$ cat src/rtl/mips_pc_pkg.sv
// Shared encodings, counter constants and BHT index function for PC resolution.
// Pure definitions: no latency, no backpressure.
package mips_pc_pkg;

    localparam int ACTION_W = 2;
    localparam int COND_W   = 3;
    localparam int CTR_W    = 2;

    typedef enum logic [ACTION_W-1:0] {
        ACT_INC      = 2'd0,
        ACT_BRANCH   = 2'd1,
        ACT_JUMP     = 2'd2,
        ACT_REGISTER = 2'd3
    } action_e;

    typedef enum logic [COND_W-1:0] {
        COND_NONE = 3'd0,
        COND_EQ   = 3'd1,
        COND_NE   = 3'd2,
        COND_LTZ  = 3'd3,
        COND_GEZ  = 3'd4,
        COND_LEZ  = 3'd5,
        COND_GTZ  = 3'd6,
        COND_RSVD = 3'd7
    } cond_e;

    localparam logic [CTR_W-1:0] CTR_RESET = 2'b01;
    localparam logic [CTR_W-1:0] CTR_MAX   = 2'b11;
    localparam logic [CTR_W-1:0] CTR_MIN   = 2'b00;

    // Word-aligned index; lookup and update must both go through this.
    function automatic logic [31:0] bht_index(input logic [63:0] pc, input int idx_w);
        return 32'((pc >> 2) & ((64'd1 << idx_w) - 64'd1));
    endfunction

    function automatic logic cond_true(input cond_e c, input logic z, input logic n);
        case (c)
            COND_EQ:  return z;
            COND_NE:  return !z;
            COND_LTZ: return n;
            COND_GEZ: return !n;
            COND_LEZ: return n | z;
            COND_GTZ: return !n & !z;
            default:  return 1'b1;
        endcase
    endfunction

    function automatic logic is_conditional(input cond_e c);
        return (c != COND_NONE) && (c != COND_RSVD);
    endfunction

endpackage

$ cat src/rtl/mips_pc_bht.sv
// Branch history table of 2-bit saturating counters, one async read, one update port.
// Read is combinational (no bypass of a same-cycle write); update commits on the clock edge; never stalls.
module mips_pc_bht
    import mips_pc_pkg::*;
#(
    parameter int DEPTH = 64,
    parameter int IDX_W = $clog2(DEPTH)
) (
    input  logic             clock,
    input  logic             resetN,
    input  logic [IDX_W-1:0] rd_idx,
    output logic             rd_taken,
    input  logic             wr_en,
    input  logic [IDX_W-1:0] wr_idx,
    input  logic             wr_taken
);

    logic [CTR_W-1:0] ctr [DEPTH];

    assign rd_taken = ctr[rd_idx][CTR_W-1];

    always_ff @(posedge clock or negedge resetN) begin
        if (!resetN) begin
            for (int i = 0; i < DEPTH; i++) begin
                ctr[i] <= CTR_RESET;
            end
        end else if (wr_en) begin
            if (wr_taken) begin
                if (ctr[wr_idx] != CTR_MAX) begin
                    ctr[wr_idx] <= ctr[wr_idx] + 2'd1;
                end
            end else if (ctr[wr_idx] != CTR_MIN) begin
                ctr[wr_idx] <= ctr[wr_idx] - 2'd1;
            end
        end
    end

endmodule

$ cat src/rtl/mips_datapath_signal_pc_resolve.sv
// End-of-execute branch resolution: final PC action, mispredict redirect, BHT training, statistics.
// Latency 1 cycle; no backpressure, a new instruction is accepted every cycle.
module mips_datapath_signal_pc_resolve
    import mips_pc_pkg::*;
#(
    parameter int ADDR_W    = 32,
    parameter int BHT_DEPTH = 64,
    parameter int STAT_W    = 16
) (
    input  logic              clock,
    input  logic              resetN,
    input  logic              flush,
    input  logic              inValid,
    input  logic [ADDR_W-1:0] inPc,
    input  logic [ADDR_W-1:0] inTarget,
    input  logic [1:0]        actionIn,
    input  logic [2:0]        condition,
    input  logic              statusZero,
    input  logic              statusNeg,
    input  logic              predTaken,
    input  logic [ADDR_W-1:0] lookupPc,
    output logic              lookupTaken,
    output logic              outValid,
    output logic [1:0]        actionOut,
    output logic              redirect,
    output logic [ADDR_W-1:0] redirectPc,
    output logic [STAT_W-1:0] branchCount,
    output logic [STAT_W-1:0] mispredictCount
);

    localparam int IDX_W = $clog2(BHT_DEPTH);

    action_e           act_in;
    cond_e             cond_in;
    action_e           resolved;
    logic              accept;
    logic              is_branch;
    logic              taken;
    logic              mispredict;
    logic              bht_upd;
    logic [ADDR_W-1:0] next_pc;
    logic [IDX_W-1:0]  lookup_idx;
    logic [IDX_W-1:0]  exec_idx;

    // Pending BHT write, committed one edge after resolution.
    logic              wr_en;
    logic [IDX_W-1:0]  wr_idx;
    logic              wr_taken;

    assign act_in     = action_e'(actionIn);
    assign cond_in    = cond_e'(condition);
    assign lookup_idx = IDX_W'(bht_index(64'(lookupPc), IDX_W));
    assign exec_idx   = IDX_W'(bht_index(64'(inPc), IDX_W));

    always_comb begin
        accept     = inValid & !flush;
        is_branch  = (act_in == ACT_BRANCH);
        resolved   = act_in;
        if (is_branch && !cond_true(cond_in, statusZero, statusNeg)) begin
            resolved = ACT_INC;
        end
        taken      = (resolved != ACT_INC);
        mispredict = is_branch && (taken != predTaken);
        bht_upd    = is_branch && is_conditional(cond_in);
        next_pc    = taken ? inTarget : inPc + ADDR_W'(4);
    end

    always_ff @(posedge clock or negedge resetN) begin
        if (!resetN) begin
            outValid   <= 1'b0;
            actionOut  <= ACT_INC;
            redirect   <= 1'b0;
            redirectPc <= '0;
            wr_en      <= 1'b0;
            wr_idx     <= '0;
            wr_taken   <= 1'b0;
        end else begin
            outValid <= accept;
            redirect <= accept & mispredict;
            wr_en    <= accept & bht_upd;
            if (accept) begin
                actionOut  <= resolved;
                redirectPc <= next_pc;
                wr_idx     <= exec_idx;
                wr_taken   <= taken;
            end
        end
    end

    // Statistics update alongside the registered result, saturating at all-ones.
    always_ff @(posedge clock or negedge resetN) begin
        if (!resetN) begin
            branchCount     <= '0;
            mispredictCount <= '0;
        end else if (accept) begin
            if (is_branch && (branchCount != '1)) begin
                branchCount <= branchCount + 1'b1;
            end
            if (mispredict && (mispredictCount != '1)) begin
                mispredictCount <= mispredictCount + 1'b1;
            end
        end
    end

    mips_pc_bht #(
        .DEPTH (BHT_DEPTH),
        .IDX_W (IDX_W)
    ) u_bht (
        .clock    (clock),
        .resetN   (resetN),
        .rd_idx   (lookup_idx),
        .rd_taken (lookupTaken),
        .wr_en    (wr_en),
        .wr_idx   (wr_idx),
        .wr_taken (wr_taken)
    );

endmodule

$ cat config.mk
export PLATFORM = sky130hd
export DESIGN_NAME = mips_datapath_signal_pc_resolve
export DESIGN_NICKNAME = d
export VERILOG_FILES = /design/src/rtl/mips_pc_pkg.sv /design/src/rtl/mips_pc_bht.sv /design/src/rtl/mips_datapath_signal_pc_resolve.sv
export SDC_FILE = /design/constraint.sdc
export NUM_CORES = 1
export LEC_CHECK = 0
export CORE_ASPECT_RATIO = 0.7
export CORE_MARGIN = 2
export CORE_UTILIZATION = 45
export DETAILED_ROUTE_END_ITERATION = 8
export DONT_BUFFER_PORTS = 1
export HOLD_SLACK_MARGIN = 0.06
export PLACE_DENSITY_LB_ADDON = 0.08
export SYNTH_ARGS = -nofsm -noshare
export SYNTH_HDL_FRONTEND = slang
export SYNTH_SLANG_ARGS = --single-unit
$ cat constraint.sdc
create_clock -name clock -period 3.6 [get_ports clock]
set_clock_uncertainty 0.1 [all_clocks]
set_input_delay 0.36 -clock clock [delete_from_list [all_inputs] [get_ports clock]]
set_output_delay 0.36 -clock clock [all_outputs]
set_load 0.05 [all_outputs]
# Word level (Yosys, flattened, before mapping)
# Index checks and enable logic that the tools add are counted.
[op_classes]
n_reduce_logical = 18
n_bitwise = 7
addsub = 5
order_cmp = 3
eq_ne = 13
mux = 16
[ops]
columns = ["cell", "n"]
rows = [
  ["$mux W128", 3],
  ["$bwmux W128", 2],
  ["$add A16 B1 Y16 const B", 2],
  ["$add A32 B3 Y32 const B", 1],
  ["$mux W32", 1],
  ["$ne A16 B16 Y1 const B", 2],
  ["$bmux W2 S6", 2],
  ["$ge A7 B7 Y1 const B", 2],
  ["$not A6 Y7", 2],
  ["$demux W2 S6", 1],
  ["$mux W2", 6],
  ["$eq A3 B3 Y1 const B", 3],
  ["$logic_and A1 B1 Y1", 7],
  ["$lt A7 B1 Y1 const B", 1],
  ["$eq A3 B2 Y1 const B", 2],
  ["$pmux W1 S6", 1],
  ["$reduce_bool A2 Y1", 3],
  ["$and A1 B1 Y1", 4],
  ["$logic_not A1 Y1", 4],
  ["$reduce_and A2 Y1", 2],
  ["$eq A3 B1 Y1 const B", 1],
  ["$ne A3 B3 Y1 const B", 1],
  ["$reduce_and A3 Y1", 1],
  ["$reduce_bool A3 Y1", 1],
  ["other kinds (7)", 7],
]
[word_totals]
output_inout_bits = 69
elab_cells = 135
register_bits = 204

# Logic depth before layout (Yosys ltp)
# Gate-level depths: netlist of run 1.
[depth]
word_depth = 11
depth_mapped = 18
ltp_nobuf = 13

# Modules after synthesis
# A second synthesis of run 1 with hierarchy kept.
[hier_totals]
hier_cells = 1005
hier_area_um2 = 11174.5
[modules_own_cells]
columns = ["module", "area_each_um2", "n_inst", "cells_each"]
rows = [
  ["mips_pc_bht", 6967.9, 1, 553],
  ["mips_datapath_signal_pc_resolve", 4206.5, 1, 452],
]

# Worst setup path after synthesis of run 1
# OpenSTA, ideal clock, no wires.
[synth_timing]
kind = "register to register"
start = "reg wr_idx[1]"
end = "reg u_bht.ctr[67] in the netlist's numbering"
setup_slack_ns = 0.046
required_time_ns = 3.375
t_arrival_ns = 3.329
path_stages_with_launch = 15
setup_time_ns = 0.125
period_less_slack_ns = 3.554
cell_sequence = "dfrtp_1 -> buf_6 -> and2_4 -> a221o_1 -> a221o_1 -> a31oi_4 -> o21ai_2 -> or3b_1 -> ha_1 -> mux2i_1 -> nand2_1 -> nor2_1 -> nand3_1 -> nor2_1 -> mux2_2"
[synth_between]
elab_chain_len = 8
[synth_lines]
columns = ["item", "line", "rtl"]
rows = [
  ["start, declared", "mips_datapath_signal_pc_resolve.sv:47", "logic [IDX_W-1:0] wr_idx;"],
  ["start signal, assigned", "mips_datapath_signal_pc_resolve.sv:84", "wr_idx <= exec_idx;"],
  ["$not A6 Y7 (implied by the code) *", "-", ""],
  ["$bmux W2 S6, or another cell as far along", "-", ""],
  ["$mux W2 (implied by the code) / $logic_and A1 B1 Y1 (equally long branches)", "-", ""],
  ["$mux W2, on equally long branches", "-", ""],
  ["$sub A2 B1 Y2, or another cell as far along", "mips_pc_bht.sv:33", "ctr[wr_idx] <= ctr[wr_idx] - 2'd1;"],
  ["$bwmux W128, on equally long branches", "mips_pc_bht.sv:33, mips_pc_bht.sv:30", ""],
  ["$mux W128, on equally long branches", "mips_pc_bht.sv:32, mips_pc_bht.sv:29", ""],
  ["$mux W128", "mips_pc_bht.sv:28", "if (wr_taken) begin"],
  ["end signal, assigned by index", "mips_pc_bht.sv:30", "ctr[wr_idx] <= ctr[wr_idx] + 2'd1;"],
  ["end signal, assigned by index", "mips_pc_bht.sv:33", ""],
  ["end, declared", "mips_pc_bht.sv:18", "logic [CTR_W-1:0] ctr [DEPTH];"],
]
# Every way passes the cells marked *; elsewhere a longest branch is shown, timed or not. The select of a mux whose other input is x is not followed.
# A chain may end at the register's enable or synchronous reset.

# Final worst setup path of run 1
[layout_timing]
start = "reg wr_idx[0]"
end = "reg u_bht.ctr[113] in the netlist's numbering"
# Same word-level chain as after synthesis.

==> results of run 1 <==
power by group:
part | switching (mW) | leakage [nW] | internal (mW)
registers | 0.525 | 2.52 | 2.50
clock network | 0.940 | 0.348 | 1.36
logic | 0.657 | 2.76 | 0.567
per-layer routing:
layer	share of wire, %	vias to the layer above	GRT usage [%]
li1	-	3845	-
met1	49	4222	40.4
met2	42	250	34.8
met3	7.3	33	5.83
met4	1.5	0	4.52
met5	0	-	0
worst max-delay path by stage:
stage / start / endpoint / slack [ps] / depth (start not counted)
finish: wr_idx[0] / u_bht.ctr[113] / -170 / 15
floorplan: wr_idx[1] / u_bht.ctr[67] / 50 / 14
CTS: wr_idx[0] / u_bht.ctr[123] / -100 / 16
global route: wr_idx[0] / u_bht.ctr[113] / -340 / 17
detailed placement: wr_idx[0] / u_bht.ctr[123] / -410 / 14
global placement: wr_idx[0] / u_bht.ctr[91] / -310 / 14
placed cells by master, fill, tap and decap left out, drive strengths merged, types with 8 or more instances in the layout:
cell type,n
and3,16
o21ai,82
nor2b,9
o211ai,12
nor3,11
o31ai,10
a31oi,9
nand4,19
xor2,21
mux2i,24
a21oi,16
xnor2,39
nand3b,8
dfrtp,140
clkbuf,33
inv,10
nor2,92
dlygate4sd3,63
mux2,109
nand3,42
nand2,111
buf,80
dfstp,64
mux4,31
cells by family after synthesis:
family          synth area share (%)
simple gates                    14.6
flops                           47.8
mux                             20.0
compound gates                  9.45
buf+inv                         2.75
xor+xnor                        4.85
fa+ha+maj                      0.577
final cells by class:
cell class	instances	area [um^2]
Inverter	12	45.0
Clock buffer	33	633
Sequential cell	204	5190
Multi-Input combinational cell	727	6190
Timing Repair Buffer	143	1350
Clock inverter	7	90.1
Fill cell	2007	9730
Tap cell	318	398
stage by stage:
stage / hold WS, ps / instances / utilization [%] / instance area, um^2
after CTS: -555 / 1443 / 56.8 / 13400
final: -552 / 1444 / 58.8 / 13900
after global placement: -27.6 / 1334 / 49.1 / 11600
after global routing: -564 / 1444 / 58.8 / 13900
after detailed placement: -21.7 / 1334 / 49.1 / 11600
after floorplan: -35.6 / 998 / - / 10800
timing repair:
item / in CTS / in global routing
pin swaps: 12 / 28
gates cloned: 0 / 0
setup endpoints to repair: 118 / 128
endpoints found under the hold margin: 245 / 204
setup buffers: 6 / 1
resized for setup: 112 / 129
==> results.sh, run 1 <==
export IMPL_critical_path_top_delay_family="multiplexers"
export IMPL_initial_core_util_pct=45.9
export IMPL_ys_warn_count=0
export IMPL_start_kind="flop"
export IMPL_synth_top_cell_by_area="dfrtp_1"
export IMPL_cp_max_fo=8
export IMPL_clkTransAtPathRegs_ps=60
export IMPL_ys_ff_latch=204
export IMPL_hpwl_um=21300
export IMPL_core_region_area_um2=23600
export IMPL_hold_viol=204
export IMPL_first_pass_iters=7
export IMPL_worst_hold_slack_ps=-552
export IMPL_worst_path_max_delay_cell="mux4_2"
export IMPL_rr_startpoint="wr_idx[0]"
export IMPL_end_kind="flop"
export IMPL_syn_inst=998
export IMPL_ys_seq_area_share_pct=47.8
export IMPL_fin_ws_ps=-174
export IMPL_netlist_top_cells_count="dfrtp_1 (140), nand2_1 (111), mux2_2 (109), nor2_1 (92), o21ai_0 (81)"
export IMPL_async_flop_share_pct=100
export IMPL_area_growth_pct=28.2
export IMPL_cp_required_ps=3890
export IMPL_clock_path_buffers=3
export IMPL_violations="hold timing, setup timing"
export IMPL_syn_nets=1111
export IMPL_port_buffers=0
export IMPL_syn_cell_area_um2=10800
export IMPL_ant_nets=0
export IMPL_htreeDepth=1
export IMPL_antenna_found_initial=0
export IMPL_rsz0062_at_grt="true"
export IMPL_gp_routability_congestion=0.853
export IMPL_setup_tns_ps=-5470
export IMPL_synth_edf_count=0
export IMPL_insertion_delay_ps=510
export IMPL_p_leak_nw=5.63
export IMPL_ys_top_cells_by_area="dfrtp_1 (32%), dfstp_2 (16%), mux2_2 (11%), mux4_2 (6.4%), nand2_1 (3.8%)"
export IMPL_post_route_period_util_pct=105
export IMPL_tightest_slew_ps=1090
export IMPL_pre_cts_ws_ps=-411
export IMPL_yosysTopAreaCellShare_pct=32.3
export IMPL_grt_overflow=0
export IMPL_finalWirelength_um=31900
export IMPL_crit_arrival_ps=4060
export IMPL_clk_root_buffer_cell="clkbuf_16"
export IMPL_drive_gt1_share_pct=35.9
export IMPL_fp_row_count=47
export IMPL_regToRegEndpoint="u_bht.ctr[113]"
export IMPL_synth_cell_types=59
export IMPL_holdBufCountCts=63
export IMPL_r2r_cells=15
export IMPL_slew_violations=0
export IMPL_r2r_slack_ps=-170
export IMPL_power_density_nw_per_um2=471
export IMPL_peakVddDrop_uv=432
export IMPL_cpPeakStageDelay_ps=540
export IMPL_crit_chain="buf_12 > mux4_2 > mux2i_4 > o32ai_4 > a31oi_4 > o21ai_2 > or3b_1 > ha_2 > mux2i_2 > nand2_1 > nor2_2 > buf_6 > nand2_8 > nor2_4 > mux2_4"
export IMPL_drcViolationCount=0
export IMPL_n_antenna_cell=0
export IMPL_track_usage_pct=25.3
export IMPL_syn_avg_cell_area_um2=10.9
export IMPL_fp_dieW_um=190
export IMPL_yosysMostFrequentCell="dfrtp_1"
export IMPL_path_buf_inv=2
export IMPL_die_h_um=134
export IMPL_slew_headroom_pct=27.0
export IMPL_cts_buffers=22
export IMPL_cts_sinks=204
export IMPL_finalNetCount=1223
export IMPL_finalCriticalPeriod_ps=3770
export IMPL_hold_class="in -> async"
export IMPL_criticalPathCategory="reg -> reg"
export IMPL_dieArea_um2=25400
export IMPL_synthFlopType="dfrtp_1"
export IMPL_grt_pass1_vias=8244
export IMPL_routedWlPerCell_um=22.1
export IMPL_status="finished with violations"
export IMPL_clock_fmax_mhz=265
export IMPL_drtIter0Drc=751
export IMPL_grt_pass1_wl_um=50000
export IMPL_grt_max_degree=205
export IMPL_finalPower_mw=6.55
export IMPL_maxCapViolCount=0
export IMPL_viasPerCell=5.78
export IMPL_cts_tree="done"
export IMPL_setup_violations_final=82
export IMPL_vias=8350
export IMPL_ioPinCount=177
(Power assumes the default switching activity.)
==> run 2: changes to the inputs <==
--- a/config.mk
+++ b/config.mk
@@ -5,6 +5,7 @@
 export SDC_FILE = /design/constraint.sdc
 export NUM_CORES = 1
 export LEC_CHECK = 0
+export ABC_AREA = 1
 export CORE_ASPECT_RATIO = 0.7
 export CORE_MARGIN = 2
 export CORE_UTILIZATION = 45
==> run 2 against run 1 <==
The flow finishes with violations (hold timing). Cell count is 46% higher. Via count increased by 35%. Sequential share of layout area rose by 0.44 points. Global-route usage is 2.8 points higher. Clock-buffer cell count grew 3. Hold slack lost 3.2 ps. Die area increased by 9.3%. Largest cell class unchanged.
==> results.sh, run 2 <==
export IMPL_clock_fmax_mhz=301
export IMPL_clkTransAtPathRegs_ps=70
export IMPL_post_route_period_util_pct=92.2
export IMPL_synth_edf_count=0
export IMPL_core_region_area_um2=25800
export IMPL_p_leak_nw=6.19
export IMPL_syn_cell_area_um2=11900
export IMPL_viasPerCell=5.35
export IMPL_crit_chain="inv_2 > nand3_2 > inv_2 > nand2_1 > nand2_1 > nor2_1 > nand2_1 > nand2_1 > nand2_1 > nor2_4 > nand2_1 > inv_1 > ha_1 > nand2_1 > nand3_2 > nor4_2 > clkinv_1 > buf_4 > nor2_1 > inv_1 > nand2_1 > o21ai_0"
export IMPL_fin_area_um2=13700
export IMPL_ys_top_cells_by_area="dfrtp_1 (29%), nand2_1 (19%), dfstp_2 (14%), o21ai_0 (7.0%), nor2_1 (5.7%)"
export IMPL_r2r_cells=22
export IMPL_start_kind="flop"
export IMPL_holdBufCountCts=58
export IMPL_synthFlopType="dfrtp_1"
export IMPL_slew_headroom_pct=38.5
export IMPL_htreeDepth=1
export IMPL_yosysMostFrequentCell="nand2_1"
export IMPL_clk_root_buffer_cell="clkbuf_16"
export IMPL_cp_required_ps=3890
export IMPL_insertion_delay_ps=520
export IMPL_cp_max_fo=9
export IMPL_grt_pass1_wl_um=61000
export IMPL_first_pass_iters=5
export IMPL_final_common_cell="nand2_1"
export IMPL_cts_buffers=22
export IMPL_status="finished with violations"
export IMPL_drtIter0Drc=1086
export IMPL_async_flop_share_pct=100
export IMPL_n_antenna_cell=0
export IMPL_rr_startpoint="wr_idx[2]"
export IMPL_ioPinCount=177
export IMPL_hold_viol=204
export IMPL_ys_ff_latch=204
export IMPL_num_fill_cells=2502
export IMPL_dieArea_um2=27700
export IMPL_worst_path_max_delay_cell="dfrtp_1"
export IMPL_synth_top_cell_by_area="dfrtp_1"
export IMPL_cpPeakStageDelay_ps=440
export IMPL_final_cell_mix="nand2_1 (592), nor2_1 (179), o21ai_0 (165), dfrtp_1 (140), inv_1 (135)"
export IMPL_die_h_um=140
export IMPL_setup_violations_final=0
export IMPL_end_kind="flop"
export IMPL_initial_core_util_pct=46.0
export IMPL_finalNetCount=1854
export IMPL_fin_util_pct=53.2
export IMPL_cts_sinks=204
export IMPL_finalWirelength_um=38400
export IMPL_port_buffers=0
export IMPL_syn_inst=1688
export IMPL_synth_cell_types=40
export IMPL_netlist_top_cells_count="nand2_1 (593), nor2_1 (180), o21ai_0 (165), dfrtp_1 (140), inv_1 (135)"
export IMPL_ant_nets=0
export IMPL_antenna_found_initial=0
export IMPL_r2r_slack_ps=280
export IMPL_path_buf_inv=6
export IMPL_drcViolationCount=0
export IMPL_fp_dieW_um=198
export IMPL_multiInputGateArea_um2=5800
export IMPL_hpwl_um=25600
export IMPL_clock_path_buffers=3
export IMPL_cts_tree="done"
export IMPL_tightest_slew_ps=922
export IMPL_worst_hold_slack_ps=-555
export IMPL_fp_row_count=49
export IMPL_criticalPathCategory="reg -> reg"
export IMPL_violations="hold timing"
export IMPL_vias=11309
export IMPL_register_area_um2=5180
export IMPL_area_growth_pct=15.5
export IMPL_grt_pass1_vias=10690
export IMPL_yosysTopAreaCellShare_pct=29.5
export IMPL_regToRegEndpoint="u_bht.ctr[57]"
export IMPL_gp_routability_congestion=0.965
export IMPL_syn_avg_cell_area_um2=7.04
export IMPL_drive_gt1_share_pct=9.50
export IMPL_peakVddDrop_uv=493
export IMPL_crit_cells=22
export IMPL_track_usage_pct=28.0
export IMPL_slew_violations=0
export IMPL_rsz0062_at_grt="true"
export IMPL_crit_arrival_ps=3610
export IMPL_ys_seq_area_share_pct=43.6
export IMPL_finalPower_mw=6.26
export IMPL_maxCapViolCount=0
export IMPL_finalCriticalPeriod_ps=3320
export IMPL_syn_nets=1801
export IMPL_critical_path_top_delay_family="simple AND/OR/NAND/NOR gates"
export IMPL_grt_max_degree=205
export IMPL_routedWlPerCell_um=18.2
export IMPL_critPathMostFrequentCell="nand2_1"
export IMPL_grt_overflow=0
export IMPL_ys_warn_count=0
export IMPL_hold_class="in -> async"
export IMPL_power_density_nw_per_um2=456
export IMPL_dpl_cell_area_um2=12300
## run 2: changes by cell type in the layout (fill, tap and decap cells not counted), moves of 31 or more
cell / previous run / this run
mux2_2: 38 / 0
nor2_1: 47 / 179
mux2_4: 71 / 0
nand3_1: 31 / 119
inv_1: 10 / 135
nand2_1: 104 / 592
nor2_4: 42 / 2
o21ai_0: 60 / 165
mux4_2: 31 / 0
## run 2: what timing repair did
item | in CTS | in global routing
gates resized for setup | 0 | 8
setup endpoints to repair | 0 | 87
buffers inserted | 0 | 0
endpoints found under the hold margin | 247 | 204
## run 2: report_power, final
group | switching (mW) | total (mW) | internal, mW
Combinational | 0.540 | 0.828 | 0.288
Clock | 0.965 | 2.48 | 1.51
Sequential | 0.493 | 2.95 | 2.46
## run 2: stage by stage
| step | cells | setup slack [ps] | setup TNS [ps] |
|---|---|---|---|
| floorplan | 1688 | 651 | 0 |
| global placement | 2016 | 287 | 0 |
| detailed placement | 2016 | 170 | 0 |
| CTS | 2114 | 180 | 0 |
| global route | 2114 | -20.8 | -87.6 |
| finish | 2114 | 279 | 0 |
## run 2: metal layers
layer	up-vias	global-route usage [%]	part of all wire, %
li1	5519	-	-
met1	5367	42.6	48
met2	367	40.8	43
met3	56	6.19	7.5
met4	0	5.46	1.7
met5	-	0	0
## run 2: worst max path at each step
stage	endpoint	from	slack, ps
after global placement	u_bht.ctr[59]	wr_idx[0]	290
after global routing	u_bht.ctr[125]	wr_idx[0]	-20
final	u_bht.ctr[57]	wr_idx[2]	280
after CTS	u_bht.ctr[103]	wr_idx[0]	180
after detailed placement	u_bht.ctr[101]	wr_idx[0]	170
after floorplan	u_bht.ctr[121]	wr_idx[1]	650
## run 2: layout make-up
class	count	area share [%]
Multi-Input combinational cell	1262	42.3
Sequential cell	204	37.8
Timing Repair Buffer	99	6.74
Clock buffer	36	4.99
Inverter	152	4.25
Tap cell	357	3.25
Clock inverter	4	0.720
## run 2: logic make-up (layout without fill, tap and decap cells)
kind of cell / after synthesis / after routing / synth area share (%)
AND/OR/NAND/NOR: 974 / 974 / 34.0
flip-flops: 204 / 204 / 43.6
multiplexers: 2 / 2 / 0.168
XOR/XNOR: 44 / 44 / 3.24
adder cells (fa/ha/maj): 5 / 5 / 0.527
buffers and inverters: 222 / 291 / 7.99
AO/OA/AOI/OAI: 237 / 237 / 10.5
==> run 3: changes to the inputs <==
--- a/config.mk
+++ b/config.mk
@@ -15,4 +15,5 @@
 export PLACE_DENSITY_LB_ADDON = 0.08
 export SYNTH_ARGS = -nofsm -noshare
 export SYNTH_HDL_FRONTEND = slang
+export SYNTH_HIERARCHICAL = 1
 export SYNTH_SLANG_ARGS = --single-unit
==> run 3 against run 2 <==
The run still ends with hold timing left. Final area increased by 1.9%. Worst setup slack got worse by 170 ps. Total power increased by 0.40%. Sequential share of layout area is 0.70 points lower. Global-route usage down 0.79 points. Synthesized cell count is 5.1% higher. Non-clock buffer count fell by 1. Flip-flop and latch count unchanged. Synthesized area up 2.1%.
==> results.sh, run 3 <==
export IMPL_dpl_cell_area_um2=12600
export IMPL_ys_warn_count=6
export IMPL_cp_required_ps=3900
export IMPL_worst_path_max_delay_cell="dfrtp_1"
export IMPL_finalNetCount=1937
export IMPL_viasPerCell=5.29
export IMPL_critPathMostFrequentCell="nand2_1"
export IMPL_maxCapViolCount=0
export IMPL_post_route_period_util_pct=97.0
export IMPL_vias=11665
export IMPL_worst_hold_slack_ps=-553
export IMPL_drcViolationCount=0
export IMPL_hold_class="in -> async"
export IMPL_die_h_um=141
export IMPL_gp_routability_congestion=0.935
export IMPL_crit_cells=20
export IMPL_antenna_found_initial=0
export IMPL_slew_violations=0
export IMPL_start_kind="flop"
export IMPL_clk_root_buffer_cell="clkbuf_16"
export IMPL_port_buffers=0
export IMPL_syn_inst=1774
export IMPL_crit_end="u_bht/ctr[15]"
export IMPL_yosysMostFrequentCell="nand2_1"
export IMPL_syn_avg_cell_area_um2=6.84
export IMPL_hpwl_um=24900
export IMPL_r2r_slack_ps=110
export IMPL_setup_violations_final=0
export IMPL_ioPinCount=177
export IMPL_tightest_slew_ps=1020
export IMPL_grt_max_degree=205
export IMPL_syn_cell_area_um2=12100
export IMPL_finalCriticalPeriod_ps=3490
export IMPL_pre_cts_ws_ps=199
export IMPL_netlist_top_cells_count="nand2_1 (697), nor2_1 (166), nand3_1 (154), inv_1 (150), dfrtp_1 (140)"
export IMPL_cts_sinks=204
export IMPL_p_leak_nw=6.35
export IMPL_status="finished with violations"
export IMPL_clock_fmax_mhz=286
export IMPL_finalPower_mw=6.29
export IMPL_hold_viol=204
export IMPL_postCtsSetupRepairBufs=0
export IMPL_insertion_delay_ps=520
export IMPL_ys_ff_latch=204
export IMPL_criticalPathCategory="reg -> reg"
export IMPL_synth_edf_count=0
export IMPL_pwr_share_clk_pct=39.0
export IMPL_drtIter0Drc=959
export IMPL_end_kind="flop"
export IMPL_async_flop_share_pct=100
export IMPL_holdBufCountCts=65
export IMPL_grt_pass1_wl_um=61600
export IMPL_rr_startpoint="wr_idx[2]"
export IMPL_track_usage_pct=27.2
export IMPL_crit_chain="buf_4 > inv_1 > nor2_1 > buf_4 > nand3_1 > nand2_1 > o21ai_1 > nand2_1 > nor2_4 > nand2_1 > ha_1 > nand2_1 > nand2_1 > a21oi_1 > buf_4 > nand2_1 > nor2_1 > inv_1 > nand2_1 > o21ai_0"
export IMPL_internal_power_mw=4.26
export IMPL_critical_path_top_delay_family="simple AND/OR/NAND/NOR gates"
export IMPL_area_growth_pct=15.3
export IMPL_syn_nets=1887
export IMPL_initial_core_util_pct=45.6
export IMPL_synth_cell_types=38
export IMPL_grt_overflow=0
export IMPL_r2r_cells=20
export IMPL_cp_startpoint="wr_idx[2]"
export IMPL_htreeDepth=1
export IMPL_dieArea_um2=28300
export IMPL_violations="hold timing"
export IMPL_final_common_cell="nand2_1"
export IMPL_rsz0062_at_grt="true"
export IMPL_n_antenna_cell=0
export IMPL_slew_headroom_pct=31.9
export IMPL_peakVddDrop_uv=406
export IMPL_comb_power_share_pct=14.8
export IMPL_first_pass_iters=5
export IMPL_ant_nets=0
export IMPL_power_density_nw_per_um2=449
export IMPL_synthFlopType="dfrtp_1"
export IMPL_ys_seq_area_share_pct=42.7
export IMPL_drive_gt1_share_pct=8.42
export IMPL_switching_power_mw=2.02
export IMPL_seqPwrFrac_pct=46.2
export IMPL_clock_path_buffers=3
export IMPL_ys_top_cells_by_area="dfrtp_1 (29%), nand2_1 (22%), dfstp_2 (14%), nand3_1 (6.4%), nor2_1 (5.1%)"
export IMPL_finalWirelength_um=38800
export IMPL_fin_ws_ps=107
export IMPL_fin_area_um2=14000
export IMPL_grt_pass1_vias=10892
export IMPL_routedWlPerCell_um=17.6
export IMPL_cp_max_fo=8
export IMPL_yosysTopAreaCellShare_pct=28.9
export IMPL_cts_tree="done"
export IMPL_fp_dieW_um=200
export IMPL_cpPeakStageDelay_ps=440
export IMPL_core_region_area_um2=26600
export IMPL_path_buf_inv=5
export IMPL_crit_arrival_ps=3790
export IMPL_final_cell_mix="nand2_1 (697), nor2_1 (163), nand3_1 (154), inv_1 (150), dfrtp_1 (139)"
export IMPL_cts_buffers=23
export IMPL_swShare_pct=32.2
export IMPL_regToRegEndpoint="u_bht/ctr[15]"
export IMPL_synth_top_cell_by_area="dfrtp_1"
export IMPL_fp_row_count=50
export IMPL_clkTransAtPathRegs_ps=70
-- run 3: final cells by class --
cell class,instances,area [um^2]
inverter,155,584
fill,2622,12600
clock buffer,36,664
tap,364,455
timing repair buffer,98,965
multi-input combinational,1342,6030
clock inverter,5,104
sequential,204,5190
-- run 3: kinds of logic after synthesis --
family | Yosys count | synth area share, %
and+or+nand+nor | 1102 | 37.6
buffers and inverters | 228 | 7.85
DFF | 204 | 42.7
AOI/OAI and AO/OA | 191 | 8.14
xor gates and xnor gates | 44 | 3.18
adders and majority gates | 5 | 0.516
-- run 3: power by group through the flow --
| stage | logic [mW] | clock network [mW] | registers (mW) |
|---|---|---|---|
| after floorplan | 0.567 | 0 | 2.89 |
| after detailed placement | 0.826 | 0 | 2.94 |
| after CTS | 0.916 | 2.51 | 2.90 |
| after global routing | 1.02 | 2.61 | 2.93 |
| final | 0.932 | 2.45 | 2.91 |
| after global placement | 0.819 | 0 | 2.94 |
-- run 3: worst min-delay path by stage --
stage	slack (ps)	end	start	depth (start not counted)
floorplan	-40	actionOut[0]	resetN	0
global placement	-30	u_bht/ctr[23]	resetN	0
detailed placement	-30	u_bht/ctr[27]	resetN	0
CTS	-570	u_bht/ctr[123]	resetN	0
global route	-560	u_bht/ctr[123]	resetN	0
finish	-550	u_bht/ctr[23]	resetN	0
-- run 3: layer usage --
| layer | up-vias | track usage [%] | wire length [um] |
|---|---|---|---|
| met5 | - | 0 | 0 |
| met2 | 370 | 39.8 | 16300 |
| li1 | 5704 | - | - |
| met1 | 5540 | 41.5 | 18700 |
| met4 | 0 | 6.05 | 727 |
| met3 | 51 | 5.19 | 3030 |
-- run 3: worst register-to-register path: cells and delay by family, from the launching register on --
kind,cells,cell delay (ps)
AND/OR/NAND/NOR,11,1410
buffers and inverters,5,750
AO/OA/AOI/OAI,3,470
flip-flops,1,440
adder cells (fa/ha/maj),1,200
-- run 3: what timing repair did --
item / in CTS / in global routing
resized for setup: 0 / 5
setup endpoints to repair: 0 / 35
endpoints found under the hold margin: 247 / 204
-- run 3: through the flow --
| stage | hold slack, ps | TNS (ps) | std cells | utilization (%) |
|---|---|---|---|---|
| finish | -553 | 0 | 2204 | 52.6 |
| floorplan | -35.6 | 0 | 1774 | - |
| detailed placement | -25.1 | 0 | 2098 | 47.2 |
| CTS | -573 | 0 | 2204 | 52.6 |
| global route | -565 | -343 | 2204 | 52.6 |
| global placement | -25.7 | 0 | 2098 | 47.2 |
